--- config.mk ---
export PLATFORM = sky130hd
export DESIGN_NAME = product_accumulator
export DESIGN_NICKNAME = d
export VERILOG_FILES = /design/src/rtl/product_accumulator.sv
export SDC_FILE = /design/constraint.sdc
export NUM_CORES = 1
export LEC_CHECK = 0
export CORE_ASPECT_RATIO = 0.8
export CORE_UTILIZATION = 59
export CTS_BUF_LIST = sky130_fd_sc_hd__clkbuf_16
export CTS_CLUSTER_DIAMETER = 200
export DETAILED_ROUTE_END_ITERATION = 12
export MAX_ROUTING_LAYER = met4
export PLACE_DENSITY = 0.95
export SETUP_SLACK_MARGIN = 0.2
export SKIP_LAST_GASP = 1
export SLEW_MARGIN = 40
export SYNTH_ARGS = -nofsm -noshare
export SYNTH_HDL_FRONTEND = slang
export SYNTH_SLANG_ARGS = --single-unit
--- constraint.sdc ---
create_clock -name clk_i -period 7.54 [get_ports clk_i]
set_clock_uncertainty 0.15 [all_clocks]
set_input_delay 1.131 -clock clk_i [delete_from_list [all_inputs] [get_ports clk_i]]
set_output_delay 1.131 -clock clk_i [all_outputs]
set_load 0.02 [all_outputs]
--- src/rtl/product_accumulator.sv ---
// product_accumulator: sums a programmed burst of multiplier products as one 8x8 lane, two 8x8 lanes or one 16x16 value.
// Result valid the cycle after the last beat; never stalls the multiplier, holds the result until result_ready_i.
module product_accumulator #(
    parameter int LANE_W = 24,
    parameter int CNT_W  = 8
) (
    input  logic                  clk_i,
    input  logic                  reset_i,
    input  logic                  start_i,
    input  logic [1:0]            cm_i,
    input  logic [CNT_W-1:0]      burst_len_i,
    input  logic [31:0]           product_i,
    input  logic                  product_valid_i,
    input  logic                  result_ready_i,
    output logic [2*LANE_W-1:0]   acc_o,
    output logic                  result_valid_o,
    output logic [1:0]            ovf_o,
    output logic                  busy_o,
    output logic                  drop_o,
    output logic                  err_o
);

    localparam int ACC_W  = 2 * LANE_W;
    localparam int LSUM_W = LANE_W + 1;
    localparam int FSUM_W = ACC_W + 1;

    localparam logic [1:0] MODE_S8  = 2'b00;
    localparam logic [1:0] MODE_D8  = 2'b01;
    localparam logic [1:0] MODE_S16 = 2'b10;

    typedef enum logic [1:0] {
        S_IDLE  = 2'b00,
        S_ACCUM = 2'b01,
        S_HOLD  = 2'b10
    } state_t;

    state_t             r_state;
    state_t             w_state_nxt;
    logic [ACC_W-1:0]   r_acc;
    logic [1:0]         r_ovf;
    logic [1:0]         r_mode;
    logic [CNT_W-1:0]   r_cnt;
    logic               r_drop;
    logic               r_err;

    logic               w_start_ok;
    logic               w_start_bad;
    logic               w_beat;
    logic               w_last;
    logic [LSUM_W-1:0]  w_lane0_sum;
    logic [LSUM_W-1:0]  w_lane1_sum;
    logic [FSUM_W-1:0]  w_full_sum;
    logic [ACC_W-1:0]   w_acc_nxt;
    logic [1:0]         w_ovf_nxt;

    assign w_start_ok  = start_i && (burst_len_i != '0) && (cm_i != 2'b11);
    assign w_start_bad = start_i && !w_start_ok;
    assign w_beat      = (r_state == S_ACCUM) && product_valid_i;
    assign w_last      = w_beat && (r_cnt == CNT_W'(1));

    // Lane sums carry one extra bit so the carry-out feeds the sticky overflow flags.
    assign w_lane0_sum = {1'b0, r_acc[LANE_W-1:0]}     + LSUM_W'(product_i[15:0]);
    assign w_lane1_sum = {1'b0, r_acc[ACC_W-1:LANE_W]} + LSUM_W'(product_i[31:16]);
    assign w_full_sum  = {1'b0, r_acc}                 + FSUM_W'(product_i);

    always_comb begin
        w_acc_nxt = r_acc;
        w_ovf_nxt = r_ovf;
        case (r_mode)
            MODE_S8: begin
                w_acc_nxt    = {r_acc[ACC_W-1:LANE_W], w_lane0_sum[LANE_W-1:0]};
                w_ovf_nxt[0] = r_ovf[0] | w_lane0_sum[LANE_W];
            end
            MODE_D8: begin
                w_acc_nxt    = {w_lane1_sum[LANE_W-1:0], w_lane0_sum[LANE_W-1:0]};
                w_ovf_nxt[0] = r_ovf[0] | w_lane0_sum[LANE_W];
                w_ovf_nxt[1] = r_ovf[1] | w_lane1_sum[LANE_W];
            end
            MODE_S16: begin
                w_acc_nxt    = w_full_sum[ACC_W-1:0];
                w_ovf_nxt[1] = r_ovf[1] | w_full_sum[ACC_W];
            end
            default: begin
                w_acc_nxt = r_acc;
                w_ovf_nxt = r_ovf;
            end
        endcase
    end

    always_ff @(posedge clk_i) begin
        if (reset_i) begin
            r_state <= S_IDLE;
        end else begin
            r_state <= w_state_nxt;
        end
    end

    always_comb begin
        w_state_nxt = r_state;
        case (r_state)
            S_IDLE: begin
                if (w_start_ok) begin
                    w_state_nxt = S_ACCUM;
                end
            end
            S_ACCUM: begin
                if (w_last) begin
                    w_state_nxt = S_HOLD;
                end
            end
            S_HOLD: begin
                if (result_ready_i) begin
                    w_state_nxt = S_IDLE;
                end
            end
            default: w_state_nxt = S_IDLE;
        endcase
    end

    always_ff @(posedge clk_i) begin
        if (reset_i) begin
            r_acc  <= '0;
            r_ovf  <= '0;
            r_mode <= '0;
            r_cnt  <= '0;
            r_drop <= 1'b0;
            r_err  <= 1'b0;
        end else begin
            r_err  <= (r_state == S_IDLE) && w_start_bad;
            r_drop <= product_valid_i && (r_state != S_ACCUM);
            if ((r_state == S_IDLE) && w_start_ok) begin
                r_acc  <= '0;
                r_ovf  <= '0;
                r_mode <= cm_i;
                r_cnt  <= burst_len_i;
            end else if (w_beat) begin
                r_acc  <= w_acc_nxt;
                r_ovf  <= w_ovf_nxt;
                r_cnt  <= r_cnt - CNT_W'(1);
            end
        end
    end

    always_comb begin
        acc_o          = r_acc;
        ovf_o          = r_ovf;
        result_valid_o = (r_state == S_HOLD);
        busy_o         = (r_state == S_ACCUM);
        drop_o         = r_drop;
        err_o          = r_err;
    end

endmodule

==> out/summary.txt, run 1 <==
CP most frequent cell = nor2_1
CP Cell Sequence = clkdlybuf4s50_1, ha_1, inv_1, fa_1, and2b_1, o2111ai_1, a21oi_2, o311a_1, nor2_1, a311o_1, nor2_1, a211oi_1, a2111oi_2
Vias in the first global route = 6105
Clock power frac = 45.3%
Total power = 1.03 mW
Initial antenna violation count = 0
Tcrit/Tclk final = 58.3%
Clk slew on worst S/H paths = 0.06 ns
Switching power = 305 uW
Initial core utilization = 60.7%
Final hold vios = 0
Mapped cell area = 0.00586 sq mm
Setup TNS = 0 ns
Synth async-reset ratio = 0%
Hold-fix buffer count after cts = 0
WP data required = 7.62 ns
Die ar. = 0.0103 sq mm
Worst setup EP type = flip-flop
Reg2reg setup slack = 4.04 ns
Number of synthesized flops with an enable pin = 0
Area delta synth->final = 23.6%
P per Cell Area = 142 mW/mm^2
Register area share after synthesis = 21.9%
Syn nets = 894
WHS = 0.308 ns
Sw Share = 29.6%
Global-route wire length before repair = 30000 um
Via Count = 6793
Gate Count Post-Synth = 791
DRC Markers = 0
Crit Path Max Fanout = 13
CTS tree = built
Slowest cell delay on critical path = 0.46 ns
Largest net degree at the start of global routing = 46
Count of pins over their slew limit = 0
Crit Path Category = primary input to flip-flop
WL final = 18700 um
Max Freq = 0.228 GHz
Die span in x = 113 um
Main synth FF type = dfxtp_1
Port-buffer cells = 100
Die Y-Extent = 91.1 um
Min cycle time layout = 4.39 ns
Clk_lat worst skew = 0.34 ns
RR Startpoint = acc_o[0]
Slew margin rel. = 49.5%
R2r endpoint = acc_o[42]
Placed instance area = 0.00692 sq mm
Hold EP = r_cnt[6]
Pint = 725 uW
Gr usage total = 37.3%
Comb pwr share = 20.0%
Critical path launch point type = primary input
1st-iter DRT viols = 854
P_leak = 2.75 nW
CP delay by family, top = compound AO/OA/AOI/OAI gates
Dpl hpwl = 13400 um
H-tree depth = 3
CTS root buf = clkbuf_16
Ant diodes = 0
FP Rows = 32
Worst R2R Path Depth = 12
Critical Path AT = 4.47 ns
Sequential power share = 34.6%
GRT overflow = 0
Most common cell after layout, fill and taps aside = clkdlybuf4s50_1
RSZ-0062 raised after global routing = no
PostCTS Resize Cnt = 0
CP max stage cell = clkdlybuf4s50_1
GP Congestion = 1.01
Io pins = 101
Postcts setup bufs = 0
Yosys cell types = 79
Tightest Pin Transition = 0.751 ns
DRT antenna net count = 0
Hold_sp = r_cnt[6]
Hold Path Stages = 2
Peak VDD IR = 142 uV
FF+latch count, synth = 64
Vias per cell = 6.72
Core area = 0.00965 sq mm
Hold Crit Class = flip-flop to flip-flop
Critical path buffers and inverters = 2
Max Cap Violations = 0
Routed len/inst = 18.5 um
Outcome = completed
Core Util, Final = 75.1%
Syn Area/Cell = 7.41 sq um
Final setup vio count = 0
Commonest cells after routing, fill and taps aside = clkdlybuf4s50_1 (100), nor2_1 (85), a21oi_1 (77), nand2_1 (76), dfxtp_1 (64)
Finished Cell Area = 0.00724 sq mm
CTS buffer count = 9
Final #Nets = 973
YS warnings = 0
Share of layout cells above drive strength 1 = 4.69%
Clock Tree Buf Depth = 2
# clock sinks = 64
Pre-antenna DRT Iters = 6
worst max path at each step:
stage | startpoint | end | slack, ns | cells past startpoint
after CTS | product_i[0] | acc_o[42] | 3.22 | 13
after global placement | product_i[0] | acc_o[42] | 3.01 | 13
after global routing | product_i[0] | acc_o[42] | 2.89 | 13
after floorplan | product_i[0] | acc_o[42] | 3.72 | 13
after detailed placement | product_i[0] | acc_o[42] | 2.91 | 13
final | product_i[0] | acc_o[42] | 3.15 | 13
cell type report:
class	instances	area, sq um
fillers	725	2410
well taps	136	170
repair buffers	102	1020
inverters	28	105
multi-input cells	665	4340
clock buffers	9	225
clock inverters	7	101
flip-flops and latches	64	1280
registers in the layout (all words and copies together), names as in the netlist:
signal	cells
ovf_o	2
r_mode	2
err_o	1
acc_o	48
drop_o	1
r_cnt	8
r_state	2
cell families after synthesis:
group / synth area share (%)
AO/OA/AOI/OAI: 33.3
AND/OR/NAND/NOR: 21.8
flip-flops: 21.9
buffers and inverters: 4.23
adder cells (fa/ha/maj): 12.2
XOR/XNOR: 5.68
multiplexers: 0.897
stage by stage:
step | std cells | setup slack (ns)
6_report | 1011 | 3.15
5_1_grt | 1011 | 2.89
4_1_cts | 1011 | 3.22
3_5_place_dp | 995 | 2.91
3_3_place_gp | 995 | 3.01
2_1_floorplan | 791 | 3.72
routing by layer:
metal  routed length [um]  GRT usage, %  up-vias  part of all wire, %
met1                 7980          51.3     3103                   43
met5                    0             -        -                    0
li1                     -             -     3144                    -
met3                 2530          9.21       55                   14
met2                 7760          52.9      491                   41
met4                  437          12.5        0                  2.3
cell usage after synthesis, types with 3 or more instances:
| cell | count | share of area, % |
|---|---|---|
| a211oi_1 | 10 | 1.3 |
| nor2_1 | 86 | 5.5 |
| nor3_1 | 16 | 1.4 |
| a21o_1 | 12 | 1.5 |
| nand2b_1 | 7 | 0.75 |
| o22ai_1 | 7 | 0.75 |
| nor2b_1 | 6 | 0.64 |
| or3_1 | 8 | 0.85 |
| nand3_1 | 20 | 1.7 |
| o21ai_0 | 57 | 4.9 |
| o311ai_0 | 4 | 0.60 |
| nor3b_1 | 4 | 0.51 |
| o21ai_1 | 6 | 0.51 |
| or2_2 | 5 | 0.53 |
| or4_1 | 5 | 0.64 |
| a31oi_1 | 17 | 1.8 |
| a22oi_1 | 16 | 2.1 |
| a211o_1 | 4 | 0.60 |
| nand2_1 | 76 | 4.9 |
| and3_1 | 9 | 0.96 |
| xor2_1 | 12 | 1.8 |
| a221oi_1 | 10 | 1.5 |
| clkbuf_1 | 26 | 1.7 |
| ha_1 | 54 | 12 |
| mux2i_1 | 3 | 0.51 |
| buf_2 | 5 | 0.43 |
| o211ai_1 | 6 | 0.77 |
| o21bai_1 | 8 | 1.0 |
| a311oi_1 | 3 | 0.45 |
| a21oi_1 | 78 | 6.7 |
| o31ai_1 | 4 | 0.51 |
| dfxtp_1 | 64 | 22 |
| o21a_1 | 11 | 1.4 |
| xnor2_1 | 26 | 3.9 |
| nor4_1 | 11 | 1.2 |
| nand4_1 | 10 | 1.1 |
| inv_1 | 27 | 1.7 |
power by group through the flow:
stage                     Clock (mW)  Combinational [mW]  Sequential [mW]
after global placement             0               0.194            0.363
after CTS                      0.468               0.201            0.356
after floorplan                    0               0.126            0.366
after detailed placement           0               0.198            0.363
after global routing           0.485               0.223            0.357
final                          0.467               0.206            0.356
worst reg2reg max path: stages (launching register included):
cell and delay, ns:
dfxtp_1 0.35, ha_1 0.17, inv_1 0.05, fa_1 0.40, and2b_1 0.23, o2111ai_1 0.14
a21oi_2 0.31, o311a_1 0.22, nor2_1 0.07, a311o_1 0.45, nor2_1 0.38, a211oi_1 0.17
a2111oi_2 0.31
Power figures use the tool's default switching activity.
==> run 2: changes to the inputs <==
CORE_UTILIZATION = 55   (was 59)
PLACE_DENSITY = 0.92   (was 0.95)
clock period = 4.5 ns   (was 7.54 ns; I/O delays follow)
==> out/summary.txt, run 2 (synthesized netlist as in run 1, its figures left out) <==
WP data required = 4.55 ns (-3.07 ns)
Ant diodes = 0 (unchanged)
FP Rows = 33 (+3.1%)
DRC Markers = 0 (unchanged)
GP Congestion = 0.983 (-2.3%)
H-tree depth = 3 (unchanged)
RSZ-0062 raised after global routing = no
Switching power = 486 uW (+60%)
Dpl hpwl = 13400 um (about the same)
Routed len/inst = 18.0 um (-2.9%)
CP Cell Sequence = clkdlybuf4s50_1, ha_1, inv_1, fa_1, and2b_1, o2111ai_1, a21oi_2, o311a_1, nor2_1, a311o_1, nor2_1, a211oi_1, a2111oi_2
Slowest cell delay on critical path = 0.54 ns (+0.08 ns)
Setup TNS = 0 ns (unchanged)
Clk slew on worst S/H paths = 0.06 ns (about the same)
Outcome = completed
Via Count = 6627 (-2.4%)
CTS buffer count = 9 (unchanged)
Final hold vios = 0 (unchanged)
GRT overflow = 0 (unchanged)
Pre-antenna DRT Iters = 5 (-1)
Hold-fix buffer count after cts = 0 (unchanged)
Core area = 0.0103 sq mm (+7.0%)
Worst setup EP type = flip-flop
Hold Crit Class = flip-flop to flip-flop
Most common cell after layout, fill and taps aside = clkdlybuf4s50_1
Met1 usage = 47.7% (-3.6 points)
Critical Path AT = 3.95 ns (-0.52 ns)
# clock sinks = 64 (unchanged)
Vias in the first global route = 5925 (-2.9%)
Initial core utilization = 56.8% (-4.0 points)
Clock power frac = 42.2% (-3.1 points)
Peak VDD IR = 211 uV (+49%)
1st-iter DRT viols = 673 (-21%)
Die ar. = 0.0111 sq mm (+7.1%)
Area delta synth->final = 23.5%
Final #Nets = 979 (+0.62%)
CP max stage cell = a311o_1
WL final = 18300 um (-2.1%)
Port-buffer cells = 100 (unchanged)
Final setup vio count = 0 (unchanged)
Die span in x = 117 um (+3.5%)
Die Y-Extent = 94.3 um (+3.5%)
Initial antenna violation count = 0 (unchanged)
Commonest cells after routing, fill and taps aside = clkdlybuf4s50_1 (100), nor2_1 (86), a21oi_1 (77), nand2_1 (76), dfxtp_1 (64)
Max Cap Violations = 0 (unchanged)
Io pins = 101 (unchanged)
Sw Share = 29.8% (+0.23 points)
Tcrit/Tclk final = 86.5%
Crit Path Category = primary input to flip-flop
Largest net degree at the start of global routing = 34 (-26%)
Sequential power share = 36.6% (+2.0 points)
RR Startpoint = acc_o[0]
Crit Path Max Fanout = 13 (unchanged)
DRT antenna net count = 0 (unchanged)
CTS root buf = clkbuf_16
Setup WS pre-CTS = 0.336 ns (-2.58 ns)
Count of pins over their slew limit = 0 (unchanged)
Fin cells = 1020 (+0.89%)
Clock Tree Buf Depth = 2 (unchanged)
Clk_lat worst skew = 0.34 ns (about the same)
GRT met2 Usage = 50.2% (-2.6 points)
Vias per cell = 6.50 (-3.3%)
Number of flip-flops in the largest register = 48 (unchanged)
Slew margin rel. = 55.5% (+6.0 points)
Global-route wire length before repair = 29700 um (-0.94%)
Pint = 1.14 mW (+58%)
Max Freq = 0.257 GHz
Grt met3 use = 6.86% (-2.4 points)
CP most frequent cell = nor2_1
GR peak layer = met2
Tightest Pin Transition = 0.661 ns (-0.0895 ns)
Share of layout cells above drive strength 1 = 4.66% (-0.027 points)
PostCTS Resize Cnt = 0 (unchanged)
Postcts setup bufs = 0 (unchanged)
Crit path from = product_i[0]
Comb pwr share = 21.2% (+1.2 points)
Hold_sp = r_cnt[6]
Gr usage total = 34.4% (-2.9 points)
Min cycle time layout = 3.89 ns
P_leak = 2.77 nW (+0.64%)
Placed Cells = 1005 (+1.0%)
Final setup margin = 0.606 ns (-2.54 ns)
P per Cell Area = 225 mW/mm^2 (+59%)
Critical path launch point type = primary input
CTS tree = built
[run 2: cell count changes in the layout (fill, tap and decap cells not counted), sizes merged]
cell / before / now
buf: 2 / 8
bufinv: 2 / 1
clkinv: 1 / 3
clkinvlp: 2 / 1
inv: 30 / 29
[run 2: metrics by stage]
step	util (%)	hold WS [ns]	total power [mW]	area, sq um
6_report	70.1	0.308	1.63	7240
5_1_grt	70.1	0.335	1.69	7240
4_1_cts	70.1	0.305	1.62	7240
3_5_place_dp	67.4	0.298	0.942	6960
3_3_place_gp	67.4	0.300	0.936	6950
2_1_floorplan	-	0.282	0.824	5860
[run 2: power groups by stage]
stage                     registers, mW  clock network [mW]  logic (mW)
after floorplan                   0.613                   0       0.211
after global placement            0.608                   0       0.328
after detailed placement          0.608                   0       0.334
after CTS                         0.596               0.688       0.337
after global routing              0.599               0.720       0.372
final                             0.597               0.689       0.345
[run 2: per-layer routing]
metal | vias up | part of all wire [%] | wire [um]
met2 | 399 | 42 | 7610
li1 | 3161 | - | -
met1 | 3032 | 45 | 8210
met5 | - | 0 | 0
met4 | 0 | 1.7 | 312
met3 | 35 | 12 | 2190
[run 2: worst max-delay path: cells and delay by family]
kind	cells	cell delay, ns
AO/OA/AOI/OAI	6	1.73
adder cells (fa/ha/maj)	2	0.42
buffers and inverters	2	0.48
AND/OR/NAND/NOR	3	0.63
[run 2: final timing paths]
check	depth (start not counted)	slack (ns)	to
worst max-delay path	13	0.61	acc_o[42]
worst min-delay path	2	0.31	r_cnt[6]
worst max register to register	12	1.05	acc_o[42]
worst min register to register	2	0.31	r_cnt[6]
[run 2: cell type report]
| class | instances | area, sq um |
|---|---|---|
| Clock inverter | 6 | 53.8 |
| Inverter | 28 | 105 |
| Clock buffer | 9 | 225 |
| Timing Repair Buffer | 108 | 1060 |
| Fill cell | 859 | 3090 |
| Sequential cell | 64 | 1280 |
| Multi-Input combinational cell | 665 | 4330 |
| Tap cell | 140 | 175 |
